File: src/rtl/gaussian3x3_stream_if.sv
`default_nettype none
// ============================================================================
// Module      : gaussian3x3_stream_if
// Description : Pixel-in / pixel-out valid-ready bundle for the 3x3 blur stage.
// Revision    : 1.0 - initial release
// ============================================================================
interface gaussian3x3_stream_if #(
    parameter int PIXEL_BIT_WIDTH = 16
);
    logic [PIXEL_BIT_WIDTH-1:0] pixel_in;
    logic                       in_valid;
    logic                       in_ready;
    logic [PIXEL_BIT_WIDTH-1:0] pixel_out;
    logic                       out_valid;
    logic                       out_ready;
    logic                       out_last;

    modport slave (
        input  pixel_in, in_valid, out_ready,
        output in_ready, pixel_out, out_valid, out_last
    );

    modport master (
        output pixel_in, in_valid, out_ready,
        input  in_ready, pixel_out, out_valid, out_last
    );
endinterface
`default_nettype wire

File: src/rtl/gaussian3x3_stream.sv
`default_nettype none
// ============================================================================
// Module      : gaussian3x3_stream
// Description : Streaming 3x3 Gaussian blur, valid-region output, 1-cycle
//               latency. Define GAUSS3X3_ROUND_EN for round-half-up results.
// Revision    : 1.0 - initial release
// ============================================================================
module gaussian3x3_stream #(
    parameter int PIXEL_BIT_WIDTH = 16,
    parameter int ROWS            = 48,
    parameter int COLS            = 48
) (
    input wire                 clk,
    input wire                 reset,
    gaussian3x3_stream_if.slave io_stream
);
    localparam int c_PW = PIXEL_BIT_WIDTH;
    localparam int c_SW = PIXEL_BIT_WIDTH + 4;
    localparam int c_RW = $clog2(ROWS);
    localparam int c_CW = $clog2(COLS);
    localparam logic [c_RW-1:0] c_ROW_LAST = c_RW'(ROWS - 1);
    localparam logic [c_CW-1:0] c_COL_LAST = c_CW'(COLS - 1);
    localparam logic [c_RW-1:0] c_ROW_TWO  = c_RW'(2);
    localparam logic [c_CW-1:0] c_COL_TWO  = c_CW'(2);

    logic [c_RW-1:0]        r_row;
    logic [c_CW-1:0]        r_col;
    logic [c_PW-1:0]        r_lb0 [COLS];
    logic [c_PW-1:0]        r_lb1 [COLS];
    logic [c_PW-1:0]        r_win [3][3];
    logic                   r_out_valid;
    logic                   r_out_last;
    logic [c_PW-1:0]        r_pixel_out;

    logic [c_PW-1:0]        w_col [3];
    logic [c_PW-1:0]        w_win [3][3];
    logic signed [c_SW-1:0] w_sum;
    logic signed [c_SW-1:0] w_biased;
    logic                   w_accept;
    logic                   w_produce;
    logic                   w_col_end;
    logic                   w_frame_end;

    assign io_stream.in_ready  = reset & (~r_out_valid | io_stream.out_ready);
    assign io_stream.out_valid = r_out_valid;
    assign io_stream.out_last  = r_out_last;
    assign io_stream.pixel_out = r_pixel_out;

    assign w_accept    = io_stream.in_valid & io_stream.in_ready;
    assign w_col_end   = (r_col == c_COL_LAST);
    assign w_frame_end = w_col_end & (r_row == c_ROW_LAST);
    assign w_produce   = w_accept & (r_row >= c_ROW_TWO) & (r_col >= c_COL_TWO);

    // Window as it will look after this accept: rows top-to-bottom oldest
    // first, column 2 is the incoming column.
    always_comb begin
        w_col[0] = r_lb1[r_col];
        w_col[1] = r_lb0[r_col];
        w_col[2] = io_stream.pixel_in;
        for (int i = 0; i < 3; i++) begin
            w_win[i][0] = r_win[i][1];
            w_win[i][1] = r_win[i][2];
            w_win[i][2] = w_col[i];
        end
    end

    // Kernel weights are 1/2/4, so each tap is a shift by (row==1)+(col==1).
    always_comb begin
        w_sum = '0;
        for (int i = 0; i < 3; i++) begin
            for (int j = 0; j < 3; j++) begin
                w_sum = w_sum + ($signed({{4{w_win[i][j][c_PW-1]}}, w_win[i][j]})
                                 <<< ((i == 1 ? 1 : 0) + (j == 1 ? 1 : 0)));
            end
        end
    end

`ifdef GAUSS3X3_ROUND_EN
    assign w_biased = w_sum + c_SW'(8);
`else
    assign w_biased = w_sum;
`endif

    always_ff @(posedge clk or negedge reset) begin
        if (!reset) begin
            r_row       <= '0;
            r_col       <= '0;
            r_out_valid <= 1'b0;
            r_out_last  <= 1'b0;
            r_pixel_out <= '0;
        end else begin
            if (w_accept) begin
                if (w_frame_end) begin
                    r_row <= '0;
                    r_col <= '0;
                end else if (w_col_end) begin
                    r_row <= r_row + 1'b1;
                    r_col <= '0;
                end else begin
                    r_col <= r_col + 1'b1;
                end
            end

            // An accept implies the register is empty or draining this edge.
            if (w_produce) begin
                r_out_valid <= 1'b1;
                r_pixel_out <= c_PW'(w_biased >>> 4);
                r_out_last  <= w_frame_end;
            end else if (io_stream.out_ready) begin
                r_out_valid <= 1'b0;
            end
        end
    end

    // Pixel storage needs no reset; stale contents never reach the output.
    always_ff @(posedge clk) begin
        if (w_accept) begin
            r_lb1[r_col] <= r_lb0[r_col];
            r_lb0[r_col] <= io_stream.pixel_in;
            for (int i = 0; i < 3; i++) begin
                for (int j = 0; j < 3; j++) begin
                    r_win[i][j] <= w_win[i][j];
                end
            end
        end
    end
endmodule
`default_nettype wire

File: src/flat_wrapper.sv
// flat-port wrapper written by rule: the top's interface ports become plain ports
module gaussian3x3_stream_flat 
#(
    parameter int PIXEL_BIT_WIDTH = 16,
    parameter int ROWS            = 48,
    parameter int COLS            = 48
)
  (clk, reset, io_stream_pixel_in, io_stream_in_valid, io_stream_out_ready, io_stream_in_ready, io_stream_pixel_out, io_stream_out_valid, io_stream_out_last);
  gaussian3x3_stream_if #(.PIXEL_BIT_WIDTH(PIXEL_BIT_WIDTH)) io_stream_i ();
  input wire clk;
  input wire reset;
  input wire logic [$bits(io_stream_i.pixel_in)-1:0] io_stream_pixel_in;
  input wire logic [$bits(io_stream_i.in_valid)-1:0] io_stream_in_valid;
  input wire logic [$bits(io_stream_i.out_ready)-1:0] io_stream_out_ready;
  output wire logic [$bits(io_stream_i.in_ready)-1:0] io_stream_in_ready;
  output wire logic [$bits(io_stream_i.pixel_out)-1:0] io_stream_pixel_out;
  output wire logic [$bits(io_stream_i.out_valid)-1:0] io_stream_out_valid;
  output wire logic [$bits(io_stream_i.out_last)-1:0] io_stream_out_last;
  assign io_stream_i.pixel_in = io_stream_pixel_in;
  assign io_stream_i.in_valid = io_stream_in_valid;
  assign io_stream_i.out_ready = io_stream_out_ready;
  assign io_stream_in_ready = io_stream_i.in_ready;
  assign io_stream_pixel_out = io_stream_i.pixel_out;
  assign io_stream_out_valid = io_stream_i.out_valid;
  assign io_stream_out_last = io_stream_i.out_last;
  gaussian3x3_stream #(.PIXEL_BIT_WIDTH(PIXEL_BIT_WIDTH), .ROWS(ROWS), .COLS(COLS)) u_core (.clk(clk), .reset(reset), .io_stream(io_stream_i));
endmodule
File: config.mk
export PLATFORM = sky130hd
export DESIGN_NAME = gaussian3x3_stream_flat
export DESIGN_NICKNAME = d
export VERILOG_FILES = /design/src/rtl/gaussian3x3_stream_if.sv /design/src/rtl/gaussian3x3_stream.sv /design/src/flat_wrapper.sv
export SDC_FILE = /design/constraint.sdc
export NUM_CORES = 2
export LEC_CHECK = 0
export ABC_AREA = 0
export BUFFER_PORTS_ARGS = -buffer_cell sky130_fd_sc_hd__clkbuf_2
export CAP_MARGIN = 20
export CORE_MARGIN = 2
export CORE_UTILIZATION = 35
export CTS_CLUSTER_DIAMETER = 30
export DETAILED_ROUTE_END_ITERATION = 10
export PLACE_DENSITY = 0.6
export SLEW_MARGIN = 0
export SYNTH_ARGS = -nofsm -noshare
export SYNTH_HDL_FRONTEND = slang
export SYNTH_SLANG_ARGS = --single-unit
export TNS_END_PERCENT = 1
File: constraint.sdc
create_clock -name clk -period 9.1 [get_ports clk]
set_input_delay 1.365 -clock clk [delete_from_list [all_inputs] [get_ports clk]]
set_output_delay 1.365 -clock clk [all_outputs]
set_load 0.01 [all_outputs]
# ---- Yosys cells after proc, flatten, opt, wreduce, memory -nomap -nowiden
# Memories as Yosys holds them, arrays and structs flattened.
# Cells that the tools add are included.
dict set report totals {
  register_bits 30
  ram_bits 1680
  inputBits 20
  output_inout_bits 19
  wordCells 40
  mem_count 3
}
dict set report classes {
  addsub 10
  order_cmp 2
  eq_ne 2
  n_mux 8
  n_bitwise 7
  n_reduce_logical 3
}
# memory words width rd rd_ports_with_merged_regs write_ports line
set memory_table {}
lappend memory_table {u_core.r_lb0 48 16 1 0 1 gaussian3x3_stream.sv:28} ;# logic [c_PW-1:0] r_lb0 [COLS];
lappend memory_table {u_core.r_lb1 48 16 1 0 1 gaussian3x3_stream.sv:29} ;# logic [c_PW-1:0] r_lb1 [COLS];
lappend memory_table {u_core.r_win 3 48 3 0 3 gaussian3x3_stream.sv:30} ;# logic [c_PW-1:0] r_win [3][3];
# cell n
set ops {}
lappend ops {{$add 20x17->20} 3}
lappend ops {{$add 20x16->20} 2}
lappend ops {{$mux 6} 4}
lappend ops {{$add 20x18->20} 1}
lappend ops {{$add 18x16->19} 1}
lappend ops {{$add 16x17->18} 1}
lappend ops {{$add 6x1->6 const B} 2}
lappend ops {{$eq 6x6->1 const B} 2}
lappend ops {{$ge 6x2->1 const B} 2}
lappend ops {{$and 1x1->1} 5}
lappend ops {{$mux 1} 4}
lappend ops {{$reduce_bool 2->1} 2}
lappend ops {{$reduce_and 2->1} 1}
lappend ops {{$not 1->1} 1}
lappend ops {{$or 1x1->1} 1}

# ---- Longest topological paths before layout
dict set report depth {
  word_depth 8
  depth_mapped 34
  ltp_nobuf 29
}

# ---- Least setup slack after synthesis
# Ideal clock, no wire load.
dict set report synth_path {
  path_type {register to register}
  start {reg u_core.r_col[1]}
  end {reg u_core.r_pixel_out[15], in the netlist u_core.io_stream.pixel_out[15]}
  setup_ns 0.090
  t_arrival_ns 7.577
  required_ns 9.010
  slack_ns 1.433
  stages_incl_launch_ff 26
  path_buffers 5
  synth_period_minus_slack_ns 7.667
  cell_sequence {dfrtp_1 > buf_4 > buf_4 > buf_4 > buf_4 > buf_2 > nand2_1 > nor2_1 > a21oi_1 > o211ai_1 > o21ai_0 > o21ai_0 > fa_1 > fa_1 > inv_1 > fa_1 > inv_1 > fa_1 > inv_1 > fa_1 > nor2b_1 > o31ai_1 > nand4b_1 > a41oi_1 > or4_1 > o2111ai_1}
}
# element line
set synth_rtl {}
lappend synth_rtl {{start: declaration} gaussian3x3_stream.sv:27} ;# logic [c_CW-1:0] r_col;
lappend synth_rtl {{start signal: assignment} gaussian3x3_stream.sv:100} ;# r_col <= r_col + 1'b1;
lappend synth_rtl {{end signal: assignment} gaussian3x3_stream.sv:107} ;# r_pixel_out <= c_PW'(w_biased >>> 4);
lappend synth_rtl {{end: declaration} gaussian3x3_stream.sv:33} ;# logic [c_PW-1:0] r_pixel_out;

==> impl_metrics.toml <==
[run_status]
status = "completed"

[clock_tree]
cts_tree = "built"
ctsResizeCount = 0
post_cts_buffers = 0
clkTransAtPathRegs_ps = 50
numCtsBuffers = 327
cts_sinks = 1662
root_buffer = "clkbuf_16"
htreeDepth = 5
ctsHoldBuffers = 0
clock_path_buffers = 4
insertion_delay_ps = 910

[layout]
layout-drive-gt1-share_pct = 22.1
area.sequential_um2 = 49800
syn_to_final_growth_pct = 24.1
n_fill_cell = 16100
nNetsFinal = 4286
multi_input_area_um2 = 14600

[sta]
max_freq_mhz = 115
fin_skew_ps = 83.1
period_share_pct = 95.4
finalCriticalPeriod_ps = 8690
hold_violations = 0
relSlewSlack_pct = 20.2
finalSetupViolCount = 0
setup-tns-final_ps = 0
rsz0062_at_grt = "no"
tightest_slew_ps = 1190
drv_slew = 0

[synth]
yosys.area.top_type = "edfxtp_1"
synth_area_leaders = "edfxtp_1, a22oi_1, fa_1"
yosysSeqAreaShare_pct = 76.2
synth_async_sr_flop_share_pct = 1.81
yosys_warnings = 0
synthCells = 3746
syn_area_um2 = 65300
syn_nets = 3908
synth_top_flop_cell = "edfxtp_1"
synth-edff-count = 1632
syn_area_per_cell_um2 = 17.4
synth.distinct_cells = 75
yosys.area.top_type_share_pct = 75.0
synth-seq-cells = 1662

[detailed_routing]
wl_um = 201000
wl_per_cell_um = 29.3
ant_nets = 0
vias_per_cell = 5.71
vias = 39100
drt_iter0_drc = 5902
firstDrtPassIters = 5
remaining_drc_errors = 0

[global_routing]
antenna_found_initial = 4
use_met3_pct = 4.64
globalRouteMet1Util_pct = 28.5
grt_start_max_net_pins = 71
grt_pass1_vias = 38600
grt_use_total_pct = 20.6
grt_pass1_wl_um = 284000
busiest_layer = "met2"
gr-usage-met2_pct = 31.9
grt-ovfl-total = 0

[critical_path]
r2r_slack_ps = 410
crit_arrival_ps = 9390
crit_type = "reg2reg"
cp_slowest_stage_delay_ps = 680
cpMostUsedCell = "fa_1"
cpMaxStageDelayCell = "dfrtp_4"
start_kind = "flip-flop"
end_kind = "flip-flop"
crit_fanout = 32
cp_data_required_time_ps = 9800

[place]
gp_congestion = 0.832
dp_hpwl_um = 109000
io_buffer_count = 38

[die]
die_w_um = 436
rows = 158
initial_utilization_pct = 35.2
dieArea_um2 = 190000
num_io_pins = 39
die_h_um = 436
core_um2 = 185000

[job]
drv_cap = 0

[worst_hold_path]
hp-class = "reg2reg"
==> routing by layer <==
| layer | vias up | share of wire, % |
|---|---|---|
| met5 | - | 0 |
| met4 | 0 | 3.3 |
| met3 | 438 | 11 |
| met2 | 2465 | 46 |
| met1 | 20200 | 40 |
| li1 | 16100 | - |
==> sequential cells by signal (all words and copies together) (netlist names) <==
| signal | flops |
|---|---|
| u_core.r_col | 6 |
| u_core.r_row | 6 |
| u_core.io_stream.out_valid | 1 |
| u_core.io_stream.out_last | 1 |
| u_core.r_lb1 | 768 |
| u_core.r_win | 96 |
| u_core.r_lb0 | 768 |
| u_core.io_stream.pixel_out | 16 |
==> layout by cell type, fill, tap and decap left out, types with 61 or more instances in the layout <==
master / count
a22o_1: 61
fa_1: 103
clkbuf_16: 332
a21oi_1: 106
nor2_1: 85
o21ai_0: 81
edfxtp_1: 1632
mux2i_1: 80
buf_4: 213
nand2_1: 139
inv_1: 120
a221oi_1: 95
a22oi_1: 391
==> critical path, delay by kind of cell, from the launching register on <==
family	cells	cell delay, ps
flops	1	680
compound gates	11	2230
xor+xnor	2	350
simple gates	5	1240
fa+ha+maj	8	3380
buf+inv	5	560
==> Yosys cell counts, types with 23 or more instances <==
cell and instances:
a21oi_1 106, a221oi_1 95, a22o_1 61, a22oi_1 391
a31oi_1 51, a41oi_1 49, buf_1 23, buf_2 105
clkbuf_1 62, dfrtp_1 30, edfxtp_1 1632, fa_1 103
ha_1 39, inv_1 121, mux2_2 60, mux2i_1 80
mux4_2 24, nand2_1 140, nand3_1 26, nand4_1 25
nor2_1 134, o211ai_1 34, o21ai_0 87
==> area by class of cell <==
class | instances | area share [%]
Clock inverter | 214 | 3.18
Timing Repair Buffer | 266 | 2.58
Clock buffer | 362 | 10.4
Inverter | 122 | 0.568
Multi-Input combinational cell | 1745 | 18.0
Antenna cell | 1 | 0.00309
Tap cell | 2480 | 3.83
Sequential cell | 1662 | 61.4
==> path summary, 6_finish.rpt <==
path	start	endpoint	depth (start not counted)
max	u_core.r_col[0]	u_core.io_stream.pixel_out[13]	31
min	u_core.r_win[2][5]	u_core.r_win[2][21]	0
max reg2reg	u_core.r_col[0]	u_core.io_stream.pixel_out[13]	31
min reg2reg	u_core.r_win[2][5]	u_core.r_win[2][21]	0
max in group asynchronous	reset	u_core.r_col[0]	1
min in group asynchronous	reset	u_core.io_stream.pixel_out[0]	1
==> metrics by stage <==
stage	hold WS [ps]	worst slack (ps)	utilization, %	instances	cell area, um^2
after detailed placement	461	621	37.8	6274	70000
after floorplan	448	1430	-	3746	65300
final	458	414	43.7	6852	81100
after global placement	458	611	37.8	6274	70000
after global routing	467	9.00	43.7	6851	81100
after CTS	453	534	43.7	6850	81100
==> kinds of logic (layout without fill, tap and decap cells) <==
| kind of cell | after synthesis | after routing | share of synthesized area [%] |
|---|---|---|---|
| xor+xnor | 30 | 30 | 0.402 |
| simple gates | 413 | 413 | 2.92 |
| fa+ha+maj | 142 | 142 | 3.90 |
| flops | 1662 | 1662 | 76.2 |
| other cells | 0 | 1 | 0 |
| compound gates | 995 | 995 | 11.2 |
| mux | 165 | 165 | 3.10 |
| buf+inv | 339 | 964 | 2.34 |
Power is not shown: default switching activity piles up to over one toggle a cycle in this logic, so the estimate is an artifact.
